`src/rtl/inst_fetch_if.sv`:
```
// inst_fetch_if: instruction-memory request/response bus, branch redirect,
// and the fetch-to-decode handshake, bundled for the fetch stage.
interface inst_fetch_if;
  logic        imem_req;
  logic [31:0] imem_addr;
  logic        imem_gnt;
  logic        imem_rvalid;
  logic [31:0] imem_rdata;
  logic        redirect_valid;
  logic [31:0] redirect_pc;
  logic        inst_valid;
  logic        inst_ready;
  logic [31:0] inst;
  logic [31:0] inst_pc;
  logic        misalign_err;

  // Fetch stage side
  modport master (
    output imem_req, imem_addr, inst_valid, inst, inst_pc, misalign_err,
    input  imem_gnt, imem_rvalid, imem_rdata, redirect_valid, redirect_pc,
           inst_ready
  );

  // Memory / decode / branch-unit side
  modport slave (
    input  imem_req, imem_addr, inst_valid, inst, inst_pc, misalign_err,
    output imem_gnt, imem_rvalid, imem_rdata, redirect_valid, redirect_pc,
           inst_ready
  );
endinterface

```
`src/rtl/inst_fetch.sv`:
```
// inst_fetch: fetch PC, credit-limited imem requests, in-order instruction
// FIFO towards decode, redirect flush with squashing of in-flight responses.
// Optional macro IF_MISALIGN_CHECK_EN: a redirect to a non-word-aligned
// target raises a sticky misalign_err and halts fetching until the next
// aligned redirect. Without it the target's low two bits are ignored.
module inst_fetch #(
  parameter logic [31:0] RESET_PC   = 32'h0000_0000,
  parameter int          FIFO_DEPTH = 2
) (
  input logic          clk,
  input logic          rst,
  inst_fetch_if.master bus
);
  localparam int          PTR_W  = (FIFO_DEPTH > 1) ? $clog2(FIFO_DEPTH) : 1;
  localparam int          CNT_W  = PTR_W + 1;
  // Stale responses can pile up over back-to-back redirects, so the drop
  // counter gets headroom beyond a single FIFO's worth.
  localparam int          DROP_W = CNT_W + 4;
  localparam logic [31:0] NOP    = 32'h0000_0013;

  logic [31:0]       fpc;
  logic [31:0]       rpc;
  logic [CNT_W-1:0]  outst;
  logic [CNT_W-1:0]  count;
  logic [DROP_W-1:0] drop;
  logic [PTR_W-1:0]  rd_ptr;
  logic [PTR_W-1:0]  wr_ptr;
  logic [31:0]       fifo_inst [FIFO_DEPTH];
  logic [31:0]       fifo_pc   [FIFO_DEPTH];

  logic [31:0]       tgt;
  logic              halted;
  logic              fire;
  logic              push;
  logic              pop;
  logic              drop_hit;
  logic [DROP_W-1:0] drop_sum;
  logic [DROP_W-1:0] drop_redir;
  logic [CNT_W:0]    credit_used;

`ifdef IF_MISALIGN_CHECK_EN
  logic tgt_bad;
  logic misalign;

  assign tgt     = bus.redirect_pc;
  assign tgt_bad = |bus.redirect_pc[1:0];

  // Sticky misalignment flag and fetch halt, re-evaluated on every redirect
  always_ff @(posedge clk) begin
    if (rst) begin
      halted   <= 1'b0;
      misalign <= 1'b0;
    end else if (bus.redirect_valid) begin
      halted   <= tgt_bad;
      misalign <= tgt_bad;
    end
  end

  assign bus.misalign_err = misalign;
`else
  assign tgt              = bus.redirect_pc & 32'hFFFF_FFFC;
  assign halted           = 1'b0;
  assign bus.misalign_err = 1'b0;
`endif

  // A request may only go out if its response is guaranteed a FIFO slot
  assign credit_used  = {1'b0, outst} + {1'b0, count};
  assign bus.imem_req = !rst && !bus.redirect_valid && !halted &&
                        (credit_used < (CNT_W+1)'(FIFO_DEPTH));
  assign bus.imem_addr = fpc;

  assign fire     = bus.imem_req && bus.imem_gnt;
  assign drop_hit = bus.imem_rvalid && (drop != '0);
  assign push     = bus.imem_rvalid && (drop == '0) && (outst != '0) &&
                    !bus.redirect_valid;
  assign pop      = bus.inst_valid && bus.inst_ready && !bus.redirect_valid;

  // On redirect every in-flight request becomes a drop, including one granted
  // this very cycle; a response arriving this cycle retires one of them.
  assign drop_sum   = drop + DROP_W'(outst) + DROP_W'(bus.imem_gnt);
  assign drop_redir = drop_sum - DROP_W'(bus.imem_rvalid && (drop_sum != '0));

  // Fetch/response PCs, credit counters and FIFO pointers
  always_ff @(posedge clk) begin
    if (rst) begin
      fpc    <= RESET_PC;
      rpc    <= RESET_PC;
      outst  <= '0;
      count  <= '0;
      drop   <= '0;
      rd_ptr <= '0;
      wr_ptr <= '0;
    end else if (bus.redirect_valid) begin
      fpc    <= tgt;
      rpc    <= tgt;
      outst  <= '0;
      count  <= '0;
      drop   <= drop_redir;
      rd_ptr <= '0;
      wr_ptr <= '0;
    end else begin
      if (fire)     fpc    <= fpc + 32'd4;
      if (push)     rpc    <= rpc + 32'd4;
      if (drop_hit) drop   <= drop - DROP_W'(1);
      if (push)     wr_ptr <= wr_ptr + PTR_W'(1);
      if (pop)      rd_ptr <= rd_ptr + PTR_W'(1);
      outst <= outst + CNT_W'(fire) - CNT_W'(push);
      count <= count + CNT_W'(push) - CNT_W'(pop);
    end
  end

  // FIFO payload storage; contents are only meaningful below count
  always_ff @(posedge clk) begin
    if (push) begin
      fifo_inst[wr_ptr] <= bus.imem_rdata;
      fifo_pc[wr_ptr]   <= rpc;
    end
  end

  assign bus.inst_valid = !rst && (count != '0);
  assign bus.inst       = bus.inst_valid ? fifo_inst[rd_ptr] : NOP;
  assign bus.inst_pc    = bus.inst_valid ? fifo_pc[rd_ptr]   : 32'h0000_0000;
endmodule

```
`src/flat_wrapper.sv`:
```
// flat-port wrapper written by rule: the top's interface ports become plain ports
module inst_fetch_flat 
#(
  parameter logic [31:0] RESET_PC   = 32'h0000_0000,
  parameter int          FIFO_DEPTH = 2
)
  (clk, rst, bus_imem_req, bus_imem_addr, bus_inst_valid, bus_inst, bus_inst_pc, bus_misalign_err, bus_imem_gnt, bus_imem_rvalid, bus_imem_rdata, bus_redirect_valid, bus_redirect_pc, bus_inst_ready);
  inst_fetch_if bus_i ();
  input logic clk;
  input logic rst;
  output wire logic [$bits(bus_i.imem_req)-1:0] bus_imem_req;
  output wire logic [$bits(bus_i.imem_addr)-1:0] bus_imem_addr;
  output wire logic [$bits(bus_i.inst_valid)-1:0] bus_inst_valid;
  output wire logic [$bits(bus_i.inst)-1:0] bus_inst;
  output wire logic [$bits(bus_i.inst_pc)-1:0] bus_inst_pc;
  output wire logic [$bits(bus_i.misalign_err)-1:0] bus_misalign_err;
  input wire logic [$bits(bus_i.imem_gnt)-1:0] bus_imem_gnt;
  input wire logic [$bits(bus_i.imem_rvalid)-1:0] bus_imem_rvalid;
  input wire logic [$bits(bus_i.imem_rdata)-1:0] bus_imem_rdata;
  input wire logic [$bits(bus_i.redirect_valid)-1:0] bus_redirect_valid;
  input wire logic [$bits(bus_i.redirect_pc)-1:0] bus_redirect_pc;
  input wire logic [$bits(bus_i.inst_ready)-1:0] bus_inst_ready;
  assign bus_imem_req = bus_i.imem_req;
  assign bus_imem_addr = bus_i.imem_addr;
  assign bus_inst_valid = bus_i.inst_valid;
  assign bus_inst = bus_i.inst;
  assign bus_inst_pc = bus_i.inst_pc;
  assign bus_misalign_err = bus_i.misalign_err;
  assign bus_i.imem_gnt = bus_imem_gnt;
  assign bus_i.imem_rvalid = bus_imem_rvalid;
  assign bus_i.imem_rdata = bus_imem_rdata;
  assign bus_i.redirect_valid = bus_redirect_valid;
  assign bus_i.redirect_pc = bus_redirect_pc;
  assign bus_i.inst_ready = bus_inst_ready;
  inst_fetch #(.RESET_PC(RESET_PC), .FIFO_DEPTH(FIFO_DEPTH)) u_core (.clk(clk), .rst(rst), .bus(bus_i));
endmodule
```
`config.mk`:
```
export PLATFORM = sky130hd
export DESIGN_NAME = inst_fetch_flat
export DESIGN_NICKNAME = d
export VERILOG_FILES = /design/src/rtl/inst_fetch_if.sv /design/src/rtl/inst_fetch.sv /design/src/flat_wrapper.sv
export SDC_FILE = /design/constraint.sdc
export NUM_CORES = 1
export LEC_CHECK = 0
export ABC_AREA = 0
export BUFFER_PORTS_ARGS = -buffer_cell sky130_fd_sc_hd__buf_4
export CAP_MARGIN = 10
export CELL_PAD_IN_SITES_DETAIL_PLACEMENT = 1
export CELL_PAD_IN_SITES_GLOBAL_PLACEMENT = 2
export CORE_UTILIZATION = 36
export CTS_CLUSTER_SIZE = 16
export DETAILED_ROUTE_END_ITERATION = 12
export PLACE_DENSITY = 0.86
export SETUP_SLACK_MARGIN = 0.5
export SYNTH_ARGS = -nofsm -noshare
export SYNTH_HDL_FRONTEND = slang
export SYNTH_SLANG_ARGS = --single-unit
```
`constraint.sdc`:
```
create_clock -name clk -period 7.55 [get_ports clk]
set_input_delay 0.3775 -clock clk [delete_from_list [all_inputs] [get_ports clk]]
set_output_delay 0.3775 -clock clk [all_outputs]
set_load 0.05 [all_outputs]
```
Word-level counts from Yosys, hierarchy flattened --
Memory sizes are Yosys's and may differ from the RTL's. A register that Yosys moved wholly into a read port is not among the register bits. Index checks and enable logic that the tools add are counted.
Word-level totals: RAM bits 128, logic and storage cells 61, memory bits (read-only) 0, latch bits 0, bits in registers 76, memories kept 2
Cells by class: equal/unequal tests 0, shift-type cells 0, muxes and demuxes 14, divide/modulo/power cells 0, bitwise logic cells 0, magnitude comparators 1, add/sub/neg operators 13, reductions and logical operators 22, $mul 0
Memories:
- u_core.fifo_inst | words 2, bits a word 32, rd ports 1, clocked after memory_dff 1, write ports 1, line inst_fetch.sv:28 | logic [31:0] fifo_inst [FIFO_DEPTH];
- u_core.fifo_pc | words 2, bits a word 32, rd ports 1, clocked after memory_dff 1, write ports 1, line inst_fetch.sv:29 | logic [31:0] fifo_pc [FIFO_DEPTH];
Operators with widths (number):
- 2-to-1 mux 32 bit | 6
- adder 32 x 3 -> 32 bit, second input constant | 2
- 2-to-1 mux 6 bit | 2
- nonzero test 6 bit | 2
- logical AND 1 bit | 11
- nonzero test 2 bit | 5
- adder 6 x 1 -> 6 bit | 1
- adder 6 x 2 -> 6 bit | 1
- logical NOT 6 bit | 1
- 2-to-1 mux 1 bit | 6
- subtractor 6 x 1 -> 6 bit | 1
- subtractor 6 x 1 -> 6 bit, second input constant | 1
- adder 2 x 1 -> 2 bit | 2
- subtractor 2 x 1 -> 2 bit | 2
- adder 2 x 2 -> 3 bit | 1
- < comparator 3 x 2 -> 1 bit, second input constant | 1
- adder 1 bit, second input constant | 2
- logical NOT 1 bit | 2
- OR reduction 2 bit | 1

Depth between registers and ports, before layout --
depth after elaboration 6, gate-level depth with buffers 15, gate-level depth less buffers 15

Worst setup path before layout --
Ideal clock, no wire load.
path type register to register, start register u_core.drop[1], end memory u_core.fifo_inst[0][0], enable pin, setup time 0.558 ns, stages on the path, launching flop included 6, path slack 1.709 ns, arrival time 5.283 ns, data required time 6.992 ns, path through dfxtp_1 -> inv_1 -> ha_1 -> and4bb_2 -> nand3_1 -> nor3_1
On the way: cells in the longest elaborated chain, start to end 6
RTL lines:
- start, declared | line inst_fetch.sv:25 | logic [DROP_W-1:0] drop;
- start signal, assigned | line inst_fetch.sv:98 | drop <= drop_redir;
- start signal, assigned | line inst_fetch.sv:104 | if (drop_hit) drop <= drop - DROP_W'(1);
- logical NOT 6 bit | line inst_fetch.sv:74 | assign push = bus.imem_rvalid && (drop == '0) && (outst != '0) &&
- logical AND 1 bit (3 in series) | line inst_fetch.sv:74
- 2-to-1 mux 1 bit | line inst_fetch.sv:114 | if (push) begin
- 2-to-1 mux 1 bit (not written as such) | line inst_fetch.sv:115 | fifo_inst[wr_ptr] <= bus.imem_rdata;
- end, declared | line inst_fetch.sv:28
No other way between the ends.

Worst setup path after layout --
start register u_core.outst[0], end register u_core.fpc[16] (netlist: u_core.bus.imem_addr[16])
On the way: cells in the longest elaborated chain, start to end 5
RTL lines:
- start, declared | line inst_fetch.sv:23 | logic [CNT_W-1:0] outst;
- start signal, assigned | line inst_fetch.sv:107 | outst <= outst + CNT_W'(fire) - CNT_W'(push);
- adder 2 x 2 -> 3 bit | line inst_fetch.sv:67 | assign credit_used = {1'b0, outst} + {1'b0, count};
- < comparator 3 x 2 -> 1 bit | line inst_fetch.sv:69 | (credit_used < (CNT_W+1)'(FIFO_DEPTH));
- logical AND 1 bit | line inst_fetch.sv:68 | assign bus.imem_req = !rst && !bus.redirect_valid && !halted &&
- logical AND 1 bit | line inst_fetch.sv:72 | assign fire = bus.imem_req && bus.imem_gnt;
- nonzero test 2 bit (no line)
- end signal, assigned | line inst_fetch.sv:94 | fpc <= tgt;
- end signal, assigned | line inst_fetch.sv:102 | if (fire) fpc <= fpc + 32'd4;
- end, declared | line inst_fetch.sv:21 | logic [31:0] fpc;
No other way between the ends. A chain may end at the register's enable or synchronous reset.

==> reports/qor.csv <==
metric,value,unit
unrepaired setup endpoints after global routing,no,
Core Box Area,0.0244,mm2
Simple-Gate Fraction of Synth Area,0.155,
Max Fanout on Critical Path,31,
Tightest Pin Transition,0.988,ns
grt ovf,0,
port buffer count,161,
ys flop type,edfxtp_1,
final std cells w/o fill,1289,
Die W,160,um
Routed WL,23.2,mm
Initial DRT Pass Iterations,5,
post_cts resized,0,
clk buf depth,2,
number of cells on the critical path,10,
most common library cell in the layout ignoring fill and taps,buf_4,
DRC violations left,0,
Critical Path AT,3.92,ns
CP startpoint kind,flip-flop,
area of the die,0.0255,mm2
Final period util,0.471,
Min-Delay Path Class,in -> reg,
Power Total,0.00251,W
CTS Sinks,197,
r2r worst-path depth,10,
largest family of logic cells by synthesized area,simple AND/OR/NAND/NOR gates,
uppermost routed layer,met4,
share of cells above drive strength 1,0.227,
Post-CTS Setup Bufs,0,
first-pass GRT wire length,36.9,mm
Worst Skew,0.0186,ns
vias per cell,5.18,
Die Height,160,um
1st-iter DRT viols,374,
Slew Limit Fails,0,
post-route setup slack,3.99,ns
GRT Overall Usage,0.184,
setup violators final,0,
vias in the first global route,6622,
GPL Wtd Cong,0.820,
Finished Cell Area,0.0110,mm2
Initial Util,0.367,
Clock transition at path regs,0.08,ns
Max-Cap Viols,0,
Cells after DPL,1257,
dpl cell area,0.0104,mm2
Final Net Count,1035,
average routed wire per standard cell,18.0,um
row cnt,57,
hold path depth,1,
area share of xor/xnor cells in the synthesized design,0.0362,
metal3 WL,1.15,mm
Buf/Inv on CP,3,
Routed Antenna Nets,0,
Ys Warns,0,
post-synthesis register bit count,197,
sequential share of the synthesized area,0.579,
setup tns final,0,ns
P&R area growth vs syn,23.3,%
Post-Syn Instances,811,
crit path cell chain,inv_1 -> nor2_1 -> fa_1 -> nor4_1 -> nand2_1 -> buf_4 -> clkinv_1 -> nor2_1 -> o21ai_0 -> a31oi_1,
status,completed,
pre-CTS WS,3.90,ns
Top delay family on crit path,simple AND/OR/NAND/NOR gates,
"Largest stage delay, worst path",0.97,ns
Most common cell on crit path,nor2_1,
most frequent cells in the layout,"buf_4 (168), edfxtp_1 (124), nor2_1 (108), dfxtp_1 (72), mux2i_1 (68)",
Syn Area/Cell,11.0,um2
via count,6675,
Post-Synth Adder-Cell Area,0.0207,
compound-gate portion of the synthesized area,0.0893,
synthesized cell area,0.00895,mm2
CP required,7.91,ns
Antenna Cells,0,
f_max,0.281,GHz
CP Class,reg -> reg,
CP max stage cell,nor2_1,
htree depth,4,
PD cells,227,mW/mm2
clock latency on the worst-skew pair,0.44,ns
Hold Buf Count CTS,0,
post-synthesis mux area share,0.0861,
min Tclk post-route,3.56,ns
TritonCTS clock tree,done,
initial antenna violation count,0,
Worst slew margin,0.339,
Pleak,3.96,nW
wl on met1,11.5,mm
Post-DP HPWL,15.8,mm
Worst setup EP type,flip-flop,
Final Hold Viols,0,
Top Ports,169,
Worst VDD drop,0.119,mV
post-synthesis cell type count,57,
"EDFF count, synth",124,
CTS Buf Count,17,
Async SR Flop Fraction,0,
root buffer cell,clkbuf_16,
WL met2,10.3,mm
largest net degree at the start of global routing,63,
cells by family (layout without fill, tap and decap cells):
logic type	after synthesis	in the layout
compound gates	123	123
simple gates	289	289
other cells	1	5
flops	197	197
buf+inv	75	225
xor+xnor	37	37
mux	76	76
fa+ha+maj	13	13
area by class of cell:
type | instances | area (um2)
Clock buffer | 18 | 429
Clock inverter | 14 | 170
Fill cell | 2678 | 13400
Inverter | 25 | 93.8
Multi-Input combinational cell | 543 | 3490
Sequential cell | 197 | 5190
Tap cell | 324 | 405
Timing Repair Buffer | 168 | 1260
routing by layer:
metal	GRT usage	up-vias
met5	0	-
met4	0.0463	0
met3	0.0319	18
met2	0.278	185
met1	0.272	3244
li1	-	3228
synth_stat cells (7+ instances only):
library cell / number / area (um2)
nor4_1: 14 / 87.6
a31oi_1: 10 / 62.6
a211oi_1: 7 / 52.6
clkbuf_1: 38 / 143
o21ai_0: 20 / 100
nor2_1: 108 / 405
mux2_2: 8 / 90.1
xor2_1: 10 / 87.6
nand3_1: 26 / 130
edfxtp_1: 124 / 3720
nor3_1: 16 / 80.1
xnor2_1: 27 / 236
mux2i_1: 68 / 681
ha_1: 10 / 125
and3_1: 9 / 56.3
o21bai_1: 8 / 60.1
or3_1: 10 / 62.6
a21oi_1: 34 / 170
inv_1: 24 / 90.1
nand2_1: 55 / 206
nand4_1: 22 / 138
and2_1: 7 / 43.8
dfxtp_1: 73 / 1460
state kept, by name, summed over array words and instances (netlist names), named ones only:
name	count
u_core.rpc	30
u_core.fifo_inst	64
u_core.rd_ptr	1
u_core.wr_ptr	1
u_core.drop	6
u_core.count	2
u_core.fifo_pc	60
u_core.bus.imem_addr	30
u_core.outst	2
through the flow:
stage	utilization	hold slack, ns
3_5_place_dp	0.428	0.474
2_1_floorplan	-	0.447
3_3_place_gp	0.428	0.468
6_report	0.452	0.130
4_1_cts	0.452	0.113
5_1_grt	0.452	0.112
power breakdown:
part | switching, W | leakage, nW | internal (W)
clock | 0.000420 | 0.279 | 0.000499
sequential | 0.0000618 | 1.73 | 0.00118
combinational | 0.000200 | 1.95 | 0.000144
worst reg2reg max path, delay by kind of cell (launching register included):
family	cells	cell delay (ns)
buffers and inverters	3	1.02
adder cells (fa/ha/maj)	1	0.50
AO/OA/AOI/OAI	2	0.41
flip-flops	1	0.34
AND/OR/NAND/NOR	4	1.22
worst paths after layout:
kind                          start                        to  slack, ns
setup / recovery    u_core.outst[0]  u_core.bus.imem_addr[16]       3.99
hold / removal    bus_imem_rdata[0]    u_core.fifo_inst[0][0]       0.13
setup reg to reg    u_core.outst[0]  u_core.bus.imem_addr[16]       3.99
hold reg to reg      u_core.rpc[31]     u_core.fifo_pc[0][31]       0.49
Power figures use the tool's default switching activity.
